$ cat config.mk
export PLATFORM = sky130hd
export DESIGN_NAME = barcode_id_rcv
export DESIGN_NICKNAME = d
export VERILOG_FILES = /design/src/rtl/barcode_id_rcv.sv
export SDC_FILE = /design/constraint.sdc
export NUM_CORES = 1
export LEC_CHECK = 0
export ABC_AREA = 1
export CORE_MARGIN = 1
export CORE_UTILIZATION = 69
export CTS_BUF_LIST = sky130_fd_sc_hd__clkbuf_8
export CTS_CLUSTER_DIAMETER = 60
export DETAILED_ROUTE_END_ITERATION = 10
export GPL_TIMING_DRIVEN = 0
export PLACE_DENSITY_LB_ADDON = 0.15
export SLEW_MARGIN = 20
export SYNTH_ARGS = -nofsm -noshare
export SYNTH_HDL_FRONTEND = slang
export SYNTH_SLANG_ARGS = --single-unit
$ cat constraint.sdc
create_clock -name clk -period 5.8 [get_ports clk]
set_input_delay 0.87 -clock clk [delete_from_list [all_inputs] [get_ports clk]]
set_output_delay 0.87 -clock clk [all_outputs]
set_load 0.05 [all_outputs]
$ cat src/rtl/barcode_id_rcv.sv
// Self-timed serial station-barcode receiver: one 8-bit ID per frame, sticky valid with clear handshake.
// Define BC_TIMEOUT_EN to abort a frame that stalls in WAIT_FALL for TIMEOUT_CYC cycles.
module barcode_id_rcv #(
  parameter int CNT_W       = 22,
  parameter int TIMEOUT_CYC = 2000000
) (
  input  logic       clk,
  input  logic       rst,
  input  logic       BC,
  input  logic       clr_ID_vld,
  output logic [7:0] ID,
  output logic       ID_vld
);

  // state     | meaning
  // IDLE      | line idle, waiting for the start-bit falling edge
  // MEASURE   | timing the start-bit low pulse into period
  // WAIT_FALL | waiting for the next bit's falling edge
  // SAMPLE    | counting to period, then sampling the line
  // DONE      | one cycle: publish the ID if it is a station ID
  typedef enum logic [2:0] {IDLE, MEASURE, WAIT_FALL, SAMPLE, DONE} state_t;

  localparam logic [CNT_W-1:0] CNT_MAX = '1;
  localparam logic [CNT_W-1:0] CNT_ONE = CNT_W'(1);

  state_t           state_q, state_d;
  logic             bc_s1_q, bc_s2_q, bc_prev_q;
  logic [CNT_W-1:0] period_q, period_d;
  logic [CNT_W-1:0] timer_q, timer_d;
  logic [3:0]       bit_cnt_q, bit_cnt_d;
  logic [7:0]       shift_q, shift_d;
  logic [7:0]       id_q, id_d;
  logic             id_vld_q, id_vld_d;
  logic             fall, rise;

  if (TIMEOUT_CYC < 1) begin : g_bad_timeout
    $error("TIMEOUT_CYC must be at least 1");
  end

  assign fall   = bc_prev_q & ~bc_s2_q;
  assign rise   = ~bc_prev_q & bc_s2_q;
  assign ID     = id_q;
  assign ID_vld = id_vld_q;

`ifdef BC_TIMEOUT_EN
  localparam logic [CNT_W-1:0] IDLE_LAST = CNT_W'(TIMEOUT_CYC - 1);
  logic [CNT_W-1:0] idle_q, idle_d;

  always_ff @(posedge clk) begin
    if (rst) idle_q <= '0;
    else     idle_q <= idle_d;
  end
`endif

  // Synchronizer and edge flops reset high so reset release never looks like a fall.
  always_ff @(posedge clk) begin
    if (rst) begin
      bc_s1_q   <= 1'b1;
      bc_s2_q   <= 1'b1;
      bc_prev_q <= 1'b1;
      state_q   <= IDLE;
      period_q  <= '0;
      timer_q   <= '0;
      bit_cnt_q <= '0;
      shift_q   <= '0;
      id_q      <= '0;
      id_vld_q  <= 1'b0;
    end else begin
      bc_s1_q   <= BC;
      bc_s2_q   <= bc_s1_q;
      bc_prev_q <= bc_s2_q;
      state_q   <= state_d;
      period_q  <= period_d;
      timer_q   <= timer_d;
      bit_cnt_q <= bit_cnt_d;
      shift_q   <= shift_d;
      id_q      <= id_d;
      id_vld_q  <= id_vld_d;
    end
  end

  always_comb begin
    state_d   = state_q;
    period_d  = period_q;
    timer_d   = timer_q;
    bit_cnt_d = bit_cnt_q;
    shift_d   = shift_q;
    id_d      = id_q;
    id_vld_d  = clr_ID_vld ? 1'b0 : id_vld_q;
`ifdef BC_TIMEOUT_EN
    idle_d    = '0;
`endif
    case (state_q)
      IDLE: begin
        if (fall) begin
          period_d = CNT_ONE;
          state_d  = MEASURE;
        end
      end
      MEASURE: begin
        if (rise) begin
          bit_cnt_d = '0;
          state_d   = WAIT_FALL;
        end else if (!bc_s2_q && period_q != CNT_MAX) begin
          period_d = period_q + CNT_ONE;
        end
      end
      WAIT_FALL: begin
        if (fall) begin
          timer_d = CNT_ONE;
          state_d = SAMPLE;
        end
`ifdef BC_TIMEOUT_EN
        else if (idle_q == IDLE_LAST) begin
          shift_d   = '0;
          bit_cnt_d = '0;
          state_d   = IDLE;
        end else begin
          idle_d = idle_q + CNT_ONE;
        end
`endif
      end
      SAMPLE: begin
        // Rises before the sample point are short '1' pulses and are deliberately ignored.
        if (timer_q == period_q) begin
          shift_d   = {shift_q[6:0], bc_s2_q};
          bit_cnt_d = bit_cnt_q + 4'd1;
          state_d   = (bit_cnt_q == 4'd7) ? DONE : WAIT_FALL;
        end else if (timer_q != CNT_MAX) begin
          timer_d = timer_q + CNT_ONE;
        end
      end
      DONE: begin
        if (shift_q[7:6] == 2'b00) begin
          id_d     = shift_q;
          id_vld_d = 1'b1;
        end
        state_d = IDLE;
      end
      default: state_d = IDLE;
    endcase
  end

endmodule

# Yosys cells after proc, flatten, opt, wreduce, memory -nomap -nowiden
# Index checks and enable logic that the tools add are counted.
# totals
reg_bits,71
latchBits,0
rom_bits,0
out_inout_bits,9
n_memories,0
ram_bits,0
wordCells,65
# op_classes
reduce_logical,13
n_mul,0
bitwise_logic,4
eq_ne,16
add_sub_neg,3
div_mod_pow,0
n_lt_le_gt_ge,0
shifts,0
n_mux,19
# op_table
cell,count
$mux 22,5
$pmux 22 s2,2
$add 22x1->22 const B,2
$ne 22x22->1 const B,2
$eq 22x22->1,1
$ne 2x2->1 const B,8
$mux 3,5
$pmux 3 s4,1
$reduce_and 4->1,3
$mux 4,2
$pmux 4 s2,1
$eq 3x2->1 const B,2
$reduce_bool 2->1,3
$add 4x1->4 const B,1
$eq 4x3->1 const B,1
$reduce_and 2->1,2
$eq 3x1->1 const B,1
$eq 3x3->1 const B,1
$logic_not 3->1,1
$mux 1,3
$reduce_and 3->1,1
$and 1x1->1,2
$logic_not 2->1,1
$not 1->1,2
2 further kinds,2

# Depth between registers and ports, before layout
# Gate-level depths: netlist (run 1).
# logic_depth
ltp_word,5
mapped_depth,13
mapped_depth_nobuf,12

# Worst setup path after synthesis (run 1)
# OpenSTA, ideal clock, no wires.
# synth_timing
path_type,flip-flop to flip-flop
from,register timer_q[0]
to,register timer_q[0]
n_path_buf,2
path_stages_with_launch,13
setup_slack_ns,3.961
period_less_slack_ns,1.839
t_arrival_ns,1.724
path_cell_list,dfxtp_1 -> ha_1 -> nand2_2 -> nor2_4 -> nand2_2 -> nor2_4 -> nand2_1 -> nand2_1 -> nand2_2 -> buf_6 -> buf_6 -> a21oi_1 -> nor2_1
# synth_between
elab_chain_cells,4
word_cells_on_any_way,9
# synth_lines
item,line,rtl
"start, declared",29,"logic [CNT_W-1:0] timer_q, timer_d;"
"start signal, assigned",74,timer_q <= timer_d;
$add 22x1->22,130,timer_d = timer_q + CNT_ONE;
$mux 22,129,end else if (timer_q != CNT_MAX) begin
$mux 22,125,if (timer_q == period_q) begin
$pmux 22 s2,93,case (state_q)
# Parallel ways exist; a longest one is shown, timed or not. The select of a mux whose other input is x is not followed.
# A chain may end at the register's enable or synchronous reset.

# Final worst setup path (run 1)
# layout_timing
from,register timer_q[0]
to,register timer_q[2]
# The elaborated chain is that of the path after synthesis.

==> results of run 1 <==
==> power breakdown <==
group / leakage (nW) / switching (mW) / internal (mW) / total (mW)
clock network: 0.120 / 0.209 / 0.287 / 0.496
logic: 1.13 / 0.114 / 0.0490 / 0.163
registers: 0.575 / 0.0197 / 0.501 / 0.521
total: 1.83 / 0.343 / 0.837 / 1.18
==> cells in the final DEF, fill, tap and decap left out, drive strengths merged <==
cell type,synthesis,layout
nand2,211,211
nor2,145,145
inv,74,75
dfxtp,71,71
nand3,71,71
a21oi,50,50
o21ai,24,24
clkbuf,12,21
xor2,20,20
nand4,16,16
buf,15,15
clkdlybuf4s50,0,12
nor3,9,9
xnor2,4,4
or2,3,3
ha,3,3
bufinv,0,3
clkinv,0,2
nor3b,1,1
a211oi,1,1
clkinvlp,0,1
==> stage by stage <==
| stage | instances | utilization | setup slack [ns] | cell area, sq um | power, mW |
|---|---|---|---|---|---|
| floorplan | 730 | - | 3.96 | 4450 | 0.640 |
| global placement | 817 | 0.770 | 3.55 | 4670 | 0.680 |
| detailed placement | 817 | 0.770 | 3.47 | 4670 | 0.686 |
| CTS | 833 | 0.810 | 3.41 | 4910 | 1.17 |
| global route | 833 | 0.810 | 3.29 | 4910 | 1.21 |
| finish | 833 | 0.810 | 3.33 | 4910 | 1.18 |
==> kinds of logic (layout without fill, tap and decap cells) <==
| group | count (synthesis) | after routing | synth area share |
|---|---|---|---|
| flip-flops | 71 | 71 | 0.319 |
| AO/OA/AOI/OAI | 75 | 75 | 0.0857 |
| XOR/XNOR | 24 | 24 | 0.0472 |
| buffers and inverters | 101 | 129 | 0.0975 |
| AND/OR/NAND/NOR | 456 | 456 | 0.442 |
| adder cells (fa/ha/maj) | 3 | 3 | 0.00843 |
==> sequential cells by signal, summed over array words and instances (netlist names) <==
name / count
bc_s2_q: 1
shift_q: 8
timer_q: 22
bit_cnt_q: 4
bc_s1_q: 1
ID: 8
period_q: 22
ID_vld: 1
bc_prev_q: 1
state_q: 3
==> final timing paths <==
| kind | slack (ns) | end | from |
|---|---|---|---|
| hold / removal | 0.43 | bc_s2_q | bc_s1_q |
| hold reg to reg | 0.43 | bc_s2_q | bc_s1_q |
| setup / recovery | 3.33 | timer_q[2] | timer_q[0] |
| setup reg to reg | 3.33 | timer_q[2] | timer_q[0] |
==> per-layer routing <==
metal / track usage / vias to the layer above
met5: 0 / -
met2: 0.669 / 319
met4: 0.277 / 0
met1: 0.489 / 2258
met3: 0.123 / 65
li1: - / 2352
==> cell type report <==
class	instances	area share
Multi-Input combinational cell	558	0.529
Timing Repair Buffer	12	0.0245
Buffer	27	0.0318
Inverter	74	0.0566
Clock inverter	7	0.0245
Tap cell	75	0.0191
Clock buffer	9	0.0252
Sequential cell	71	0.289
==> worst max-delay path: cells and delay by family (launching register included) <==
kind,cells,cell delay [ns]
compound gates,1,0.16
fa+ha+maj,1,0.40
flops,1,0.59
buf+inv,2,0.30
simple gates,8,0.89
==> flow_summary.ini, run 1 <==
[cells_and_area]
antennaDiodeCount = 0
multi_input_area_sq_um = 2600
finalNetCount = 760
n_fill_cell = 441
area_growth_syn_to_layout_pct = 10.3
seq_area_sq_um = 1420
drive_gt1_frac = 0.0858

[timing]
finalSetupViolations = 0
hold_viol_final = 0
whs_ns = 0.426
finalSetupTns_ns = 0
maxSlewViolCount = 0
tightestPinTransition_ns = 0.743
fin_crit_ns = 2.47
max-slew-margin-rel = 0.505
fmax_mhz = 406
skew_ns = 0.00907
rsz0062_at_grt = false
fin_crit_sh = 0.425

[logic_synthesis]
synth.area.top_cells = dfxtp_1, nand2_1, nor2_1
ys_async_sr_fraction = 0
ys_top_cells_by_count = nand2_1, nor2_1, dfxtp_1
synth_area_sq_um = 4450
synth_top_cell_area_share = 0.319
synthMostInstantiatedCell = nand2_1
syn-mean-instance-area_sq_um = 6.10
synth_edf_count = 0
synthFlopType = dfxtp_1
ys_seq_area_frac = 0.319
yosysWarnings = 0
synth.largest_area_cell = dfxtp_1
ys_types = 28
syn_nets = 737
synth_seq_cells = 71
netlist_instances = 730

[placed_design]
numPortBuffers = 12
place.gp.congestion = 0.955
dp_hpwl_microns = 9610

[global_route]
antenna_found_initial = 0
grt_pass1_vias = 4516
grt_overflow_total = 0
grt_pass1_wl_microns = 20900
grt_max_degree = 14
track_usage = 0.420

[detailed_routing]
met2_length_microns = 6210
dr.first_iter.drc_count = 539
vias = 4994
routed_wl_microns = 13400
drt-met1-wl_microns = 5130
route.detailed.vias_per_inst = 6.00
drtAntennaViolNets = 0
topRoutingLayerUsed = met4
post-route-drc-count = 0
met3_length_microns = 1500
wl_per_cell_microns = 16.1
drt_first_pass_iters = 5

[critical_path]
path_max_fanout = 10
cp_data_arrival_time_ns = 2.72
crit_chain = ha_1, nand2_2, nor2_4, nand2_2, nor2_4, nand2_1, nand2_1, nand2_2, buf_6, buf_6, a21oi_1, nor2_1
cpPeakStageDelay_ns = 0.59
worstSetupEndpointType = register
start_kind = register
r2r_cells = 12
path_class = reg2reg
critical-path-slowest-cell = dfxtp_1
path_common_cell = nand2_2
crit_required_ns = 6.05

[status]
status = complete, no violations

[clocking]
numCtsBuffers = 9
insertion_delay_ns = 0.36
cts_buffer_depth = 2
clk_transition_reported_paths_ns = 0.08
cts_tree = built
htree_levels = 3
post-cts-setup-buffer-count = 0
cts.repair.resized = 0
cts.sinks = 71
cts_hold_buf = 0
root_buffer = clkbuf_8

[power_and_ir_drop]
cellPowerDensity_nw_per_um2 = 240
ir_worst_vdd_uv = 215
cellLeakagePower_nw = 1.83

[floorplanning]
coreArea_sq_um = 6060
dieArea_sq_um = 6780
dieWidth_microns = 82.3
rows = 28
die_y_microns = 82.3
start_util = 0.735
io_pins = 13

[worst_hold_path]
holdPathStages = 1
hold_path.class = reg2reg

[flow_run]
cap_viol_max_count = 0
No activity file was read; power rests on OpenSTA's default activity.
==> run 2, diff against run 1 <==
- CORE_UTILIZATION: 69 -> 58
- clock period: 5.8 -> 2.1 ns (I/O delays scaled with it)
==> run 2 against run 1 <==
- die area increased by 18%
- register-to-register slack got worse by 3.3 ns
- fmax increased by 22%
- hold slack got worse by 0.0013 ns
- first-iteration DRC count decreased by 21%
- total power increased to 2.7 times the previous value
- combinational power increased to 2.9 times the previous value
- largest cell class unchanged
- clock power increased to 2.6 times the previous value
- non-clock buffer count increased by 3
- sequential cell count unchanged
- core utilization decreased by 13 points
==> flow_summary.ini, run 2 (same netlist as run 1, synthesis figures left out) <==
[timing]
hold_viol_final = 0
skew_ns = 0.0131
fmax_mhz = 495
maxSlewViolCount = 0
tightestPinTransition_ns = 0.734
rsz0062_at_grt = false
finalSetupViolations = 0
whs_ns = 0.425
fin_crit_ns = 2.02
max-slew-margin-rel = 0.511
fin_crit_sh = 0.962

[placed_design]
place_area_sq_um = 4700
dp_hpwl_microns = 9620
place.gp.congestion = 0.926
numPortBuffers = 12

[detailed_routing]
drt_first_pass_iters = 5
routed_wl_microns = 13200
dr.first_iter.drc_count = 425
post-route-drc-count = 0
route.detailed.vias_per_inst = 5.51
drtAntennaViolNets = 0
vias = 4739
wl_per_cell_microns = 15.3

[clocking]
clk_transition_reported_paths_ns = 0.08
numCtsBuffers = 9
root_buffer = clkbuf_8
cts.sinks = 71
cts_tree = built
htree_levels = 3
cts_buffer_depth = 2
insertion_delay_ns = 0.37

[critical_path]
path_class = reg2reg
cp-startpoint = period_q[1]
cp-endpoint = period_q[0]
cp_data_arrival_time_ns = 2.27
r2r_cells = 12
path_max_fanout = 7
worstSetupEndpointType = register
r2r-end = period_q[0]
start_kind = register
cpPeakStageDelay_ns = 0.38
r2r_slack_ns = 0.08
crit_chain = ha_2, nand2_2, nor2_4, nand2_4, nor2_4, nand2_2, nand3_2, o21ai_4, nand2_4, clkinvlp_4, nor2_1, nor2_1
r2r_start = period_q[1]
crit_required_ns = 2.35
critical-path-slowest-cell = dfxtp_2

[power_and_ir_drop]
p_int_mw = 2.24
cellLeakagePower_nw = 1.85
power_switching_mw = 0.967
switching_share = 0.302
clkPwrFrac = 0.406
cellPowerDensity_nw_per_um2 = 639
power_mw = 3.21
power_frac_comb = 0.145
ir_worst_vdd_uv = 509
pwr-share-seq = 0.449

[floorplanning]
dieArea_sq_um = 8030
coreArea_sq_um = 7330
rows = 31
dieWidth_microns = 89.6
die_y_microns = 89.6
start_util = 0.607
io_pins = 13

[cells_and_area]
drive_gt1_frac = 0.112
n_fill_cell = 678
top_regs = period_q: 22 flops, timer_q: 22 flops
finalNetCount = 763
final_common_cell = nand2_1
multi_input_area_sq_um = 2650
seq_area_sq_um = 1430
final_cell_area_sq_um = 5020
area_growth_syn_to_layout_pct = 12.7
layout_common_cells = nand2_1, nor2_1, nand3_1
antennaDiodeCount = 0

[global_route]
grt.met3_usage = 0.0704
grt_overflow_total = 0
grt_pass1_wl_microns = 20100
antenna_found_initial = 0
grt_max_degree = 14
grtUsageMet2 = 0.559
grt_pass1_vias = 4117
met1_usage = 0.433
top_usage_layer = met2
track_usage = 0.341

[flow_run]
cap_viol_max_count = 0

[worst_hold_path]
hold_path.class = reg2reg
hold_path_startpoint = bc_s1_q

[status]
status = complete, no violations
-- run 2: worst min path at each step --
stage | end | slack (ns) | cells after the start
after floorplan | bc_s2_q | 0.39 | 1
after global placement | bc_s2_q | 0.40 | 1
after detailed placement | bc_s2_q | 0.40 | 1
after CTS | bc_s2_q | 0.43 | 1
after global routing | bc_s2_q | 0.46 | 1
final | bc_s2_q | 0.42 | 1
-- run 2: critical path: cells and delay by family, from the launching register on --
kind / cells / cell delay, ns
AND/OR/NAND/NOR: 9 / 1.00
AO/OA/AOI/OAI: 1 / 0.13
adder cells (fa/ha/maj): 1 / 0.20
flip-flops: 1 / 0.38
buffers and inverters: 1 / 0.19
-- run 2: power groups by stage --
stage	Clock, mW	Sequential, mW	Combinational [mW]
after floorplan	0	1.45	0.316
final	1.30	1.44	0.465
after CTS	1.31	1.44	0.433
after global routing	1.36	1.45	0.507
after global placement	0	1.47	0.421
after detailed placement	0	1.47	0.429
-- run 2: metal layers --
| metal | wire length [microns] | part of all wire |
|---|---|---|
| met1 | 5720 | 0.43 |
| met2 | 6060 | 0.46 |
| met3 | 1080 | 0.082 |
| met4 | 311 | 0.024 |
| met5 | 0 | 0 |
-- run 2: through the flow --
stage	instances	util	worst slack (ns)	setup TNS (ns)
after floorplan	730	-	0.261	0
after global placement	841	0.641	-0.131	-2.15
after detailed placement	841	0.641	-0.156	-2.73
after CTS	857	0.673	0.0211	0
after global routing	860	0.685	0.00137	0
final	860	0.685	0.0801	0
-- run 2: layout make-up --
cell class	count	share of cell area
Tap cell	99	0.0247
Clock buffer	10	0.0274
Buffer	26	0.0312
Clock inverter	6	0.0184
Timing Repair Buffer	16	0.0299
Sequential cell	71	0.285
Multi-Input combinational cell	558	0.527
Inverter	74	0.0561
-- run 2: what timing repair did --
| action | 4_1_cts | 5_1_grt |
|---|---|---|
| endpoints found under the setup margin | 41 | 56 |
| hold buffers | 0 | 0 |
| pin swaps | 0 | 2 |
| gates cloned | 0 | 0 |
| resized for setup | 4 | 19 |
| buffers inserted | 0 | 4 |
| hold endpoints to repair | 0 | 0 |
==> run 3, diff against run 2 <==
- CORE_UTILIZATION: 58 -> 64
- MAX_ROUTING_LAYER: default -> met4
- clock period: 2.1 -> 1.9 ns (I/O delays scaled with it)
==> run 3 against run 2 <==
- the run now ends with negative setup slack left
- count of clock-buffer cells in the layout did not move
- non-clock buffer count rose by 20
- total power rose by 8.8%
- critical path depth did not move
- core utilization rose by 10 points
- critical path type unchanged
- largest power group unchanged
==> flow_summary.ini, run 3 (same netlist as run 1, synthesis figures left out) <==
[clocking]
cts.sinks = 71
clk_transition_reported_paths_ns = 0.08
htree_levels = 3
cts_hold_buf = 0
numCtsBuffers = 9
cts_buffer_depth = 2
cts_tree = built
insertion_delay_ns = 0.36
root_buffer = clkbuf_8

[timing]
fmax_mhz = 525
skew_ns = 0.0107
hold_viol_final = 0
whs_ns = 0.409
finalSetupViolations = 1
fin_crit_ns = 1.90
max-slew-margin-rel = 0.541
fin_crit_sh = 1.00
worst_slack_ns = -0.00411
tightestPinTransition_ns = 0.689
rsz0062_at_grt = true
maxSlewViolCount = 0

[floorplanning]
coreArea_sq_um = 6760
rows = 30
io_pins = 13
dieArea_sq_um = 7300
dieWidth_microns = 85.4
die_y_microns = 85.4
start_util = 0.659

[placed_design]
dp_cells = 822
numPortBuffers = 12
place.gp.congestion = 1.00
place_area_sq_um = 4670
dp_hpwl_microns = 9570
pre_cts_ws_ns = -0.340

[detailed_routing]
route.detailed.vias_per_inst = 5.86
vias = 5045
wl_per_cell_microns = 16.3
dr.first_iter.drc_count = 509
post-route-drc-count = 0
routed_wl_microns = 14000
drtAntennaViolNets = 0
drt_first_pass_iters = 6

[worst_hold_path]
hold_path.class = reg2reg
hold_path_startpoint = bc_s1_q
holdPathStages = 1

[power_and_ir_drop]
power_switching_mw = 1.09
switching_share = 0.311
p_int_mw = 2.40
power_frac_comb = 0.174
clkPwrFrac = 0.369
cellPowerDensity_nw_per_um2 = 657
pwr-share-seq = 0.458
cellLeakagePower_nw = 2.01
ir_worst_vdd_uv = 477

[critical_path]
r2r_cells = 12
crit_required_ns = 2.14
worstSetupEndpointType = register
path_max_fanout = 6
r2r_start = period_q[1]
start_kind = register
cp-startpoint = period_q[1]
cp_data_arrival_time_ns = 2.15
path_class = reg2reg

[flow_run]
cap_viol_max_count = 0

[cells_and_area]
drive_gt1_frac = 0.178
final_util = 0.786
layout_common_cells = nand2_1, nor2_1, nand3_1
final_common_cell = nand2_1
finalNetCount = 783
final_cells = 861
n_fill_cell = 515
final_cell_area_sq_um = 5310
top_regs = period_q: 22 flops, timer_q: 22 flops
antennaDiodeCount = 0
area_growth_syn_to_layout_pct = 19.3

[global_route]
grt_overflow_total = 0
grt_pass1_wl_microns = 21400
grt_pass1_vias = 4491
antenna_found_initial = 0
grt_max_degree = 14
track_usage = 0.391

[status]
violations = negative setup slack
status = finished, violations left
run 3: changes by cell type in the layout (fill, tap and decap cells not counted), moves of 2 or more:
cell / before / now
buf_2: 9 / 5
a21oi_2: 0 / 4
buf_6: 6 / 8
nor2_1: 134 / 132
nand2_2: 6 / 4
dfxtp_2: 5 / 23
a21oi_1: 50 / 46
buf_8: 0 / 3
nor2_4: 6 / 9
clkbuf_16: 0 / 2
buf_4: 4 / 21
dfxtp_4: 1 / 10
dfxtp_1: 65 / 38
run 3: power groups by stage:
stage	logic (mW)	registers, mW	clock network, mW
2_1_floorplan	0.349	1.60	0
3_3_place_gp	0.450	1.62	0
3_5_place_dp	0.469	1.62	0
4_1_cts	0.505	1.59	1.29
5_1_grt	0.650	1.60	1.34
6_report	0.605	1.60	1.29
run 3: metal layers:
layer / vias to the layer above / share of wire / global-route usage
met5: - / 0 / -
met4: 0 / 0.036 / 0.164
met3: 53 / 0.10 / 0.0642
met2: 308 / 0.47 / 0.636
met1: 2280 / 0.39 / 0.480
li1: 2404 / - / -
run 3: layout make-up:
type / instances / area [sq um] / area share
multi-input cells: 558 / 2700 / 0.509
flip-flops and latches: 71 / 1490 / 0.280
repair buffers: 36 / 343 / 0.0645
inverters: 74 / 282 / 0.0530
plain buffers: 26 / 191 / 0.0360
clock buffers: 10 / 138 / 0.0259
well taps: 80 / 100 / 0.0188
clock inverters: 6 / 68.8 / 0.0130
run 3: stage by stage:
step           total power, mW  setup TNS, ns
2_1_floorplan             1.95              0
3_3_place_gp              2.07          -7.82
3_5_place_dp              2.09          -9.70
4_1_cts                   3.38              0
5_1_grt                   3.59         -0.625
6_report                  3.49       -0.00411
run 3: what timing repair did:
item                       CTS  global route
gates cloned                 0             2
gates resized for setup     22            66
setup endpoints to repair   59            58
setup buffers                6            16
pin swaps                    3            17
run 3: critical path, cell delays in order (launching register included):
cell and delay [ns]:
dfxtp_4 0.40, ha_4 0.15, nand2_2 0.07, nor2_4 0.15, nand2_4 0.10, nor2_4 0.13
nand2_1 0.09, nand3_2 0.10, o21ai_4 0.09, nand2_4 0.11, inv_1 0.13, nor2_1 0.20
nor2_1 0.07
run 3: final timing paths:
check | slack (ns) | to
max | -0.004 | period_q[0]
min | 0.41 | bc_s2_q
max reg2reg | -0.004 | period_q[0]
min reg2reg | 0.41 | bc_s2_q
